<file path="config.mk">
export PLATFORM = sky130hd
export DESIGN_NAME = bin2therm_dwa
export DESIGN_NICKNAME = d
export VERILOG_FILES = /design/src/rtl/bin2therm_dwa.sv
export SDC_FILE = /design/constraint.sdc
export NUM_CORES = 1
export LEC_CHECK = 0
export CAP_MARGIN = 15
export CORE_MARGIN = 4
export CORE_UTILIZATION = 55
export DETAILED_ROUTE_END_ITERATION = 10
export MAX_ROUTING_LAYER = met4
export PLACE_DENSITY = 0.92
export SLEW_MARGIN = 30
export SYNTH_ARGS = -nofsm -noshare
export SYNTH_HDL_FRONTEND = slang
export SYNTH_SLANG_ARGS = --single-unit
</file>
<file path="constraint.sdc">
create_clock -name clk -period 4.8 [get_ports clk]
set_input_delay 0.96 -clock clk [delete_from_list [all_inputs] [get_ports clk]]
set_output_delay 0.96 -clock clk [all_outputs]
set_load 0.01 [all_outputs]
</file>
<file path="src/rtl/bin2therm_dwa.sv">
// bin2therm_dwa
// Binary-to-thermometer decoder for a unit-element DAC, with an optional
// data-weighted-averaging (DWA) mode that rotates the selected elements
// around a circular pointer so that element mismatch is first-order shaped.
//
// Ports
//   clk        : single clock, rising edge
//   reset      : asynchronous, active-high reset
//   in_valid   : binary_in is sampled on this edge
//   binary_in  : NBITS-wide code to decode
//   mode       : 0 = static thermometer, 1 = DWA rotation
//   ptr_clear  : synchronous clear of the rotation pointer
//   therm_out  : registered unit-element selection, TW bits
//   out_valid  : therm_out was loaded on the previous edge
//   ptr_out    : registered rotation pointer, 0..TW-1
module bin2therm_dwa #(
    parameter int NBITS  = 4,
    parameter bit INVERT = 1'b1,
    localparam int TW    = 2**NBITS - 1
) (
    input  logic             clk,
    input  logic             reset,
    input  logic             in_valid,
    input  logic [NBITS-1:0] binary_in,
    input  logic             mode,
    input  logic             ptr_clear,
    output logic [TW-1:0]    therm_out,
    output logic             out_valid,
    output logic [NBITS-1:0] ptr_out
);

    logic [TW-1:0]    therm_q, therm_d;
    logic             valid_q, valid_d;
    logic [NBITS-1:0] ptr_q, ptr_d;

    logic [NBITS-1:0] k;
    logic [NBITS-1:0] ptr_base;
    logic [TW-1:0]    mask;
    logic [2*TW-1:0]  rot_wide;
    logic [TW-1:0]    rot;
    logic [NBITS:0]   ptr_sum;
    logic [NBITS:0]   ptr_sum_wrap;
    logic [NBITS-1:0] ptr_adv;

    // TW is all ones in NBITS bits, so the subtraction never underflows.
    assign k = INVERT ? (NBITS'(TW) - binary_in) : binary_in;

    // A clear that coincides with a sample decodes from pointer 0.
    assign ptr_base = ptr_clear ? '0 : ptr_q;

    always_comb begin
        mask = '0;
        for (int i = 0; i < TW; i++) begin
            if (i < int'(k)) begin
                mask[i] = 1'b1;
            end
        end
    end

    // Circular rotate by ptr_base: bits shifted past TW-1 land in the upper
    // half and are folded back onto index 0 onward.
    assign rot_wide = {{TW{1'b0}}, mask} << ptr_base;
    assign rot      = rot_wide[TW-1:0] | rot_wide[2*TW-1:TW];

    // ptr_base <= TW-1 and k <= TW, so one conditional subtract is a full
    // modulo-TW reduction. k = TW therefore leaves the pointer where it was.
    assign ptr_sum      = {1'b0, ptr_base} + {1'b0, k};
    assign ptr_sum_wrap = ptr_sum - (NBITS+1)'(TW);
    assign ptr_adv      = (ptr_sum >= (NBITS+1)'(TW)) ? ptr_sum_wrap[NBITS-1:0]
                                                      : ptr_sum[NBITS-1:0];

    always_comb begin
        therm_d = therm_q;
        valid_d = 1'b0;
        ptr_d   = ptr_clear ? '0 : ptr_q;
        if (in_valid) begin
            valid_d = 1'b1;
            if (mode) begin
                therm_d = rot;
                ptr_d   = ptr_adv;
            end else begin
                therm_d = mask;
            end
        end
    end

    always_ff @(posedge clk or posedge reset) begin
        if (reset) begin
            therm_q <= '0;
            valid_q <= 1'b0;
            ptr_q   <= '0;
        end else begin
            therm_q <= therm_d;
            valid_q <= valid_d;
            ptr_q   <= ptr_d;
        end
    end

    assign therm_out = therm_q;
    assign out_valid = valid_q;
    assign ptr_out   = ptr_q;

endmodule

</file>
==> qor.yml, run 1 <==
slew_viol_final: 0
syn_to_final_growth_pct: 15.8
antenna_found_initial: 0
power-per-cell-area_nw_per_um2: 262
clk_latency_ns: 0.26
slowest_delay_ns: 0.77
async_flop_share: 1.00
drcViolationCount: 0
gr-total-overflow: 0
hp-start: "therm_out[6]"
tns_ns: 0
use_met3: 0.0532
clock_sinks: 20
finalSetupViolations: 0
startpoint: "ptr_clear"
grt_pass1_wl_um: 11000
slew_headroom: 0.453
num_io_pins: 29
die_area_um2: 4960
syn_inst: 293
cts_setup_buffers: 0
clock.fmax_mhz: 263
place_hpwl_um: 4740
fillers: 328
clk_pin_slew_ns: 0.08
period_needed_ns: 3.81
netlist_area_um2: 2140
h-tree-depth: 1
p_leak_nw: 0.963
routedWlPerCell_um: 18.9
start_util: 0.577
postCtsHoldBufs: 0
coreArea_um2: 3720
grt_max_degree: 29
core.rowCount: 22
routed_wl_um: 6680
timing.rr.start: "ptr_out[2]"
hold_viol_final: 0
clock_path_buffers: 2
r2r_slack_ns: 2.01
worstSetupEndpointType: "flip-flop"
firstDrtPassIters: 6
status: "completed"
drive_above_1_share: 0.0719
portBuffers: 28
yosysTopAreaCell: "dfrtp_1"
fin_util: 0.668
gp_congestion: 1.02
drt_iter0_drc: 326
grt_use_met1: 0.359
ys_seq_elements: 20
crit_path_frequent_cell: "inv_1"
drv_cap: 0
crit_type: "in2reg"
cts_root_buffer: "clkbuf_8"
die_x_um: 70.4
yosys_warnings: 0
ys_types: 63
synthTopCellsByArea: "dfrtp_1 23%, o21ai_0 8.9%, a21oi_1 6.5%, nand2_1 4.9%, nor2_1 3.2%"
grt_util_all_layers: 0.279
numCtsBuffers: 3
syn_avg_cell_area_um2: 7.32
rsz0062_at_grt: "false"
cp.arrival_ns: 4.00
grt_pass1_vias: 2253
cp.required_ns: 4.99
path_max_fanout: 14
ant_nets: 0
ir_worst_vdd_mv: 0.162
vias: 2433
grt-busiest-layer: "met2"
ctsResizeCount: 0
swShare: 0.397
diodes: 0
skew_ns: 0.00282
synth_nets: 307
cts_tree: "yes"
switchingPower_uw: 258
critPathLaunchType: "input pin"
die_h_um: 70.4
slowest_stage: "clkdlybuf4s50_1"
path_cells: "clkdlybuf4s50_1 -> inv_1 -> nand2_1 -> inv_1 -> ha_1 -> nor2b_1 -> nand3b_1 -> o221a_2 -> nand3_2 -> or4b_1 -> a31oi_1"
p_int_uw: 393
synth_edf_count: 0
hold_path_class: "reg2reg"
yosysTopAreaCellShare: 0.233
combPwrFrac: 0.460
pwr-share-seq: 0.333
vias_per_cell: 6.87
synth_ff_type: "dfrtp_1"
grt_use_met2: 0.422
worstMarginPinSlew_ns: 0.819
power_frac_clock: 0.207
seq_area_frac_synth: 0.233
final.period_utilization: 0.793
nNetsFinal: 321
[cells in the mapped netlist, drive strengths merged, types with 4 or more instances]
| cell | count |
|---|---|
| o2111ai | 4 |
| a21oi | 28 |
| nand3 | 12 |
| clkbuf | 17 |
| nor2b | 4 |
| buf | 11 |
| o221ai | 6 |
| nand2b | 6 |
| inv | 13 |
| ha | 5 |
| o22ai | 6 |
| o211ai | 4 |
| nand2 | 28 |
| o21ai | 38 |
| dfrtp | 20 |
| nor2 | 18 |
| maj3 | 4 |
| a31oi | 9 |
[cells in the final DEF (no fill, tap or decap), types with 4 or more instances in the layout]
cell type,synthesis,final
a21oi_1,28,28
a31oi_1,9,9
buf_4,3,9
clkbuf_8,0,4
clkdlybuf4s50_1,0,28
dfrtp_1,20,20
ha_1,5,5
inv_1,13,13
nand2_1,28,28
nand2b_1,5,5
nand3_1,11,11
nor2_1,18,18
nor2b_1,4,4
o2111ai_1,4,4
o211ai_1,4,4
o21ai_0,38,38
o221ai_1,6,6
o22ai_1,6,6
[power by group through the flow]
stage               registers [mW]  clock network (mW)  logic, mW
finish                       0.217               0.135      0.300
global route                 0.220               0.143      0.326
CTS                          0.216               0.135      0.295
detailed placement           0.220                   0      0.294
global placement             0.219                   0      0.292
floorplan                    0.221                   0      0.188
[metal layers]
layer / vias up / share of wire
met2: 147 / 0.46
li1: 1143 / -
met1: 1121 / 0.43
met5: - / 0
met3: 22 / 0.081
met4: 0 / 0.037
[per-stage QoR]
step                worst slack [ns]  hold WS, ns  power (mW)  instances  instance area (um2)
floorplan                       1.43        0.521       0.409        293                 2140
global placement               0.848        0.469       0.511        350                 2430
detailed placement             0.766        0.484       0.514        350                 2430
CTS                             1.04        0.504       0.647        354                 2480
global route                   0.802        0.528       0.689        354                 2480
finish                         0.994        0.496       0.651        354                 2480
[path summary, 6_finish.rpt]
check                          endpoint  depth (start not counted)
setup / recovery             ptr_out[3]                         11
hold / removal             therm_out[6]                          1
setup reg to reg             ptr_out[3]                         10
hold reg to reg            therm_out[6]                          1
max in group asynchronous  therm_out[1]                          2
min in group asynchronous    ptr_out[2]                          2
[flip-flops by register name (all words and copies together) (netlist names)]
register	cells
therm_out	15
ptr_out	4
out_valid	1
[logic make-up (layout without fill, tap and decap cells)]
group	after synthesis	in the layout	synth area share
AO/OA/AOI/OAI	136	136	0.433
AND/OR/NAND/NOR	83	83	0.193
XOR/XNOR	2	2	0.00817
flip-flops	20	20	0.233
adder cells (fa/ha/maj)	9	9	0.0484
buffers and inverters	43	56	0.0840
[worst max-delay path: cells and delay by family]
kind	cells	cell delay [ns]
buffers and inverters	3	1.09
AOI/OAI and AO/OA	2	0.35
adders and majority gates	1	0.36
and+or+nand+nor	5	1.23
[layout make-up]
| class | count | area [um2] | share of cell area |
|---|---|---|---|
| multi-input combinational | 230 | 1460 | 0.589 |
| clock buffer | 4 | 55.1 | 0.0222 |
| tap | 48 | 60.1 | 0.0242 |
| timing repair buffer | 37 | 348 | 0.140 |
| inverter | 15 | 56.3 | 0.0227 |
| sequential | 20 | 500 | 0.202 |
Note: power is estimated with default switching activity, not from simulation.
==> run 2, diff against run 1 <==
- clock period: 4.8 -> 3.9 ns (I/O delays scaled with it)
==> run 2 against run 1 <==
  * Clock skew grew 0.0044 ns
  * Register-to-register slack lost 0.84 ns
  * Combinational power grew 26%
  * Critical path type unchanged
  * Hold slack gained 0.017 ns
  * Largest cell class unchanged
  * Count of clock-buffer cells in the layout is the same
==> qor.yml, run 2 (synthesis results as in run 1) <==
status: "completed"
combPwrFrac: 0.465  # +0.005
drt_iter0_drc: 434  # +33%
place_hpwl_um: 4820  # +1.6%
clk_pin_slew_ns: 0.08  # about the same
drcViolationCount: 0  # unchanged
power_frac_clock: 0.206  # about the same
crit_path_frequent_cell: "ha_1"
gp_congestion: 1.04  # +1.0%
clock.fmax_mhz: 294
gr-total-overflow: 0  # unchanged
swShare: 0.399  # +0.00219
vias_per_cell: 7.03  # +2.3%
vias: 2524  # +3.7%
grt_pass1_wl_um: 11700  # +5.8%
firstDrtPassIters: 7  # +1
die_x_um: 70.4  # unchanged
start_util: 0.577  # unchanged
power-per-cell-area_nw_per_um2: 323  # +23%
cts_root_buffer: "clkbuf_8"
tns_ns: 0  # unchanged
clock_sinks: 20  # unchanged
cp.required_ns: 4.04  # -0.95 ns
cts_setup_buffers: 0  # unchanged
num_io_pins: 29  # unchanged
diodes: 0  # unchanged
drv_cap: 0  # unchanged
grt_pass1_vias: 2278  # +1.1%
slowest_delay_ns: 0.76  # about the same
ctsResizeCount: 0  # unchanged
slew_headroom: 0.475  # +0.0219
timing.hold.ws_ns: 0.513  # +0.0170 ns
drive_above_1_share: 0.0868  # +0.0149
worstMarginPinSlew_ns: 0.786  # -0.0329 ns
timing.rr.start: "ptr_out[1]"
worstSetupEndpointType: "flip-flop"
hold_path_class: "reg2reg"
core.rowCount: 22  # unchanged
r2r_end: "ptr_out[1]"
rsz0062_at_grt: "false"
largest_reg_flops: 15  # unchanged
min_delay_path_depth: 2  # +1
mostFrequentLayoutCell: "o21ai_0"
finalSetupViolations: 0  # unchanged
ff2ff_path_depth: 8  # -2
path_cells: "clkdlybuf4s50_1 -> nand2b_1 -> inv_1 -> ha_1 -> ha_1 -> a21oi_1 -> xor2_1 -> nor2_1 -> a2111oi_0 -> a221oi_1"
ant_nets: 0  # unchanged
slowest_stage: "clkdlybuf4s50_1"
antenna_found_initial: 0  # unchanged
numCtsBuffers: 3  # unchanged
cp-endpoint: "ptr_out[1]"
crit_family: "buffers and inverters"
routedWlPerCell_um: 19.0  # +0.60%
pwr-share-seq: 0.329  # -0.004
cp_num_buf_inv: 2  # -1
final.period_utilization: 0.871
switchingPower_uw: 324  # +26%
multi_input_area_um2: 1460  # unchanged
clock_path_buffers: 2  # unchanged
crit_type: "in2reg"
r2r_slack_ns: 1.17  # -0.84 ns
skew_ns: 0.00726  # +0.00444 ns
clk_latency_ns: 0.27  # about the same
grt_util_all_layers: 0.294  # +0.0151
p_int_uw: 489  # +25%
cp.depth: 10  # -1
nNetsFinal: 326  # +1.6%
grt_max_degree: 29  # unchanged
h-tree-depth: 1  # unchanged
ir_worst_vdd_mv: 0.183  # +13%
slew_viol_final: 0  # unchanged
final-seq-area_um2: 500  # unchanged
hold_viol_final: 0  # unchanged
period_needed_ns: 3.40
postCtsHoldBufs: 0  # unchanged
path_max_fanout: 14  # unchanged
fillers: 337  # +2.7%
mostFrequentLayoutCells: "38 x o21ai_0, 28 x nand2_1, 28 x a21oi_1, 28 x clkdlybuf4s50_1, 20 x dfrtp_1"
cp.arrival_ns: 3.54  # -0.46 ns
critPathLaunchType: "input pin"
coreArea_um2: 3720  # unchanged
p_leak_nw: 0.987  # +2.6%
routed_wl_um: 6820  # +2.0%
cts_tree: "yes"
startpoint: "ptr_clear"
syn_to_final_growth_pct: 17.6
portBuffers: 28  # unchanged
die_area_um2: 4960  # unchanged
die_h_um: 70.4  # unchanged
[run 2: cell types whose count changed in the layout (fill, tap and decap cells not counted), sizes merged]
| cell | before | now |
|---|---|---|
| buf | 9 | 14 |
[run 2: worst register-to-register path, stage by stage, from the launching register on]
cell	delay, ns
dfrtp_1	0.71
nor2b_1	0.27
xnor2_1	0.10
ha_1	0.26
a21oi_1	0.18
xor2_1	0.38
nor2_1	0.16
a2111oi_0	0.45
a221oi_1	0.09
[run 2: metal layers]
metal	track usage	up-vias	wire, um
met4	0.0936	0	168
met2	0.459	170	3180
met5	-	-	0
li1	-	1151	-
met3	0.0417	20	652
met1	0.391	1183	2810
[run 2: cell type report]
cell class,instances,share of cell area
Timing Repair Buffer,42,0.153
Clock buffer,4,0.0218
Sequential cell,20,0.199
Inverter,15,0.0223
Multi-Input combinational cell,230,0.581
Tap cell,48,0.0238
[run 2: how the worst min path moves through the flow]
| stage | startpoint | slack (ns) | to |
|---|---|---|---|
| 3_3_place_gp | therm_out[6] | 0.47 | therm_out[6] |
| 5_1_grt | therm_out[6] | 0.54 | therm_out[6] |
| 4_1_cts | therm_out[3] | 0.52 | therm_out[3] |
| 2_1_floorplan | therm_out[6] | 0.52 | therm_out[6] |
| 3_5_place_dp | therm_out[3] | 0.50 | therm_out[3] |
| 6_report | therm_out[10] | 0.51 | therm_out[10] |
[run 2: stage by stage]
stage | utilization | std cells | area [um2] | setup WS [ns] | power (mW)
floorplan | - | 293 | 2140 | 0.714 | 0.504
global placement | 0.664 | 355 | 2470 | 0.347 | 0.633
detailed placement | 0.664 | 355 | 2470 | 0.246 | 0.641
CTS | 0.678 | 359 | 2520 | 0.518 | 0.809
global route | 0.678 | 359 | 2520 | 0.184 | 0.860
finish | 0.678 | 359 | 2520 | 0.503 | 0.813
[run 2: power by group through the flow]
stage          clock (mW)  combinational (mW)  sequential, mW
2_1_floorplan           0               0.231           0.272
3_3_place_gp            0               0.364           0.269
3_5_place_dp            0               0.370           0.270
4_1_cts             0.170               0.372           0.266
5_1_grt             0.177               0.412           0.272
6_report            0.168               0.378           0.267
==> run 3, diff against run 2 <==
- ABC_CLOCK_PERIOD_IN_PS: not set -> 3900
==> results of run 3 <==
The final DEF is identical to that of run 2; final timing and power are the same.
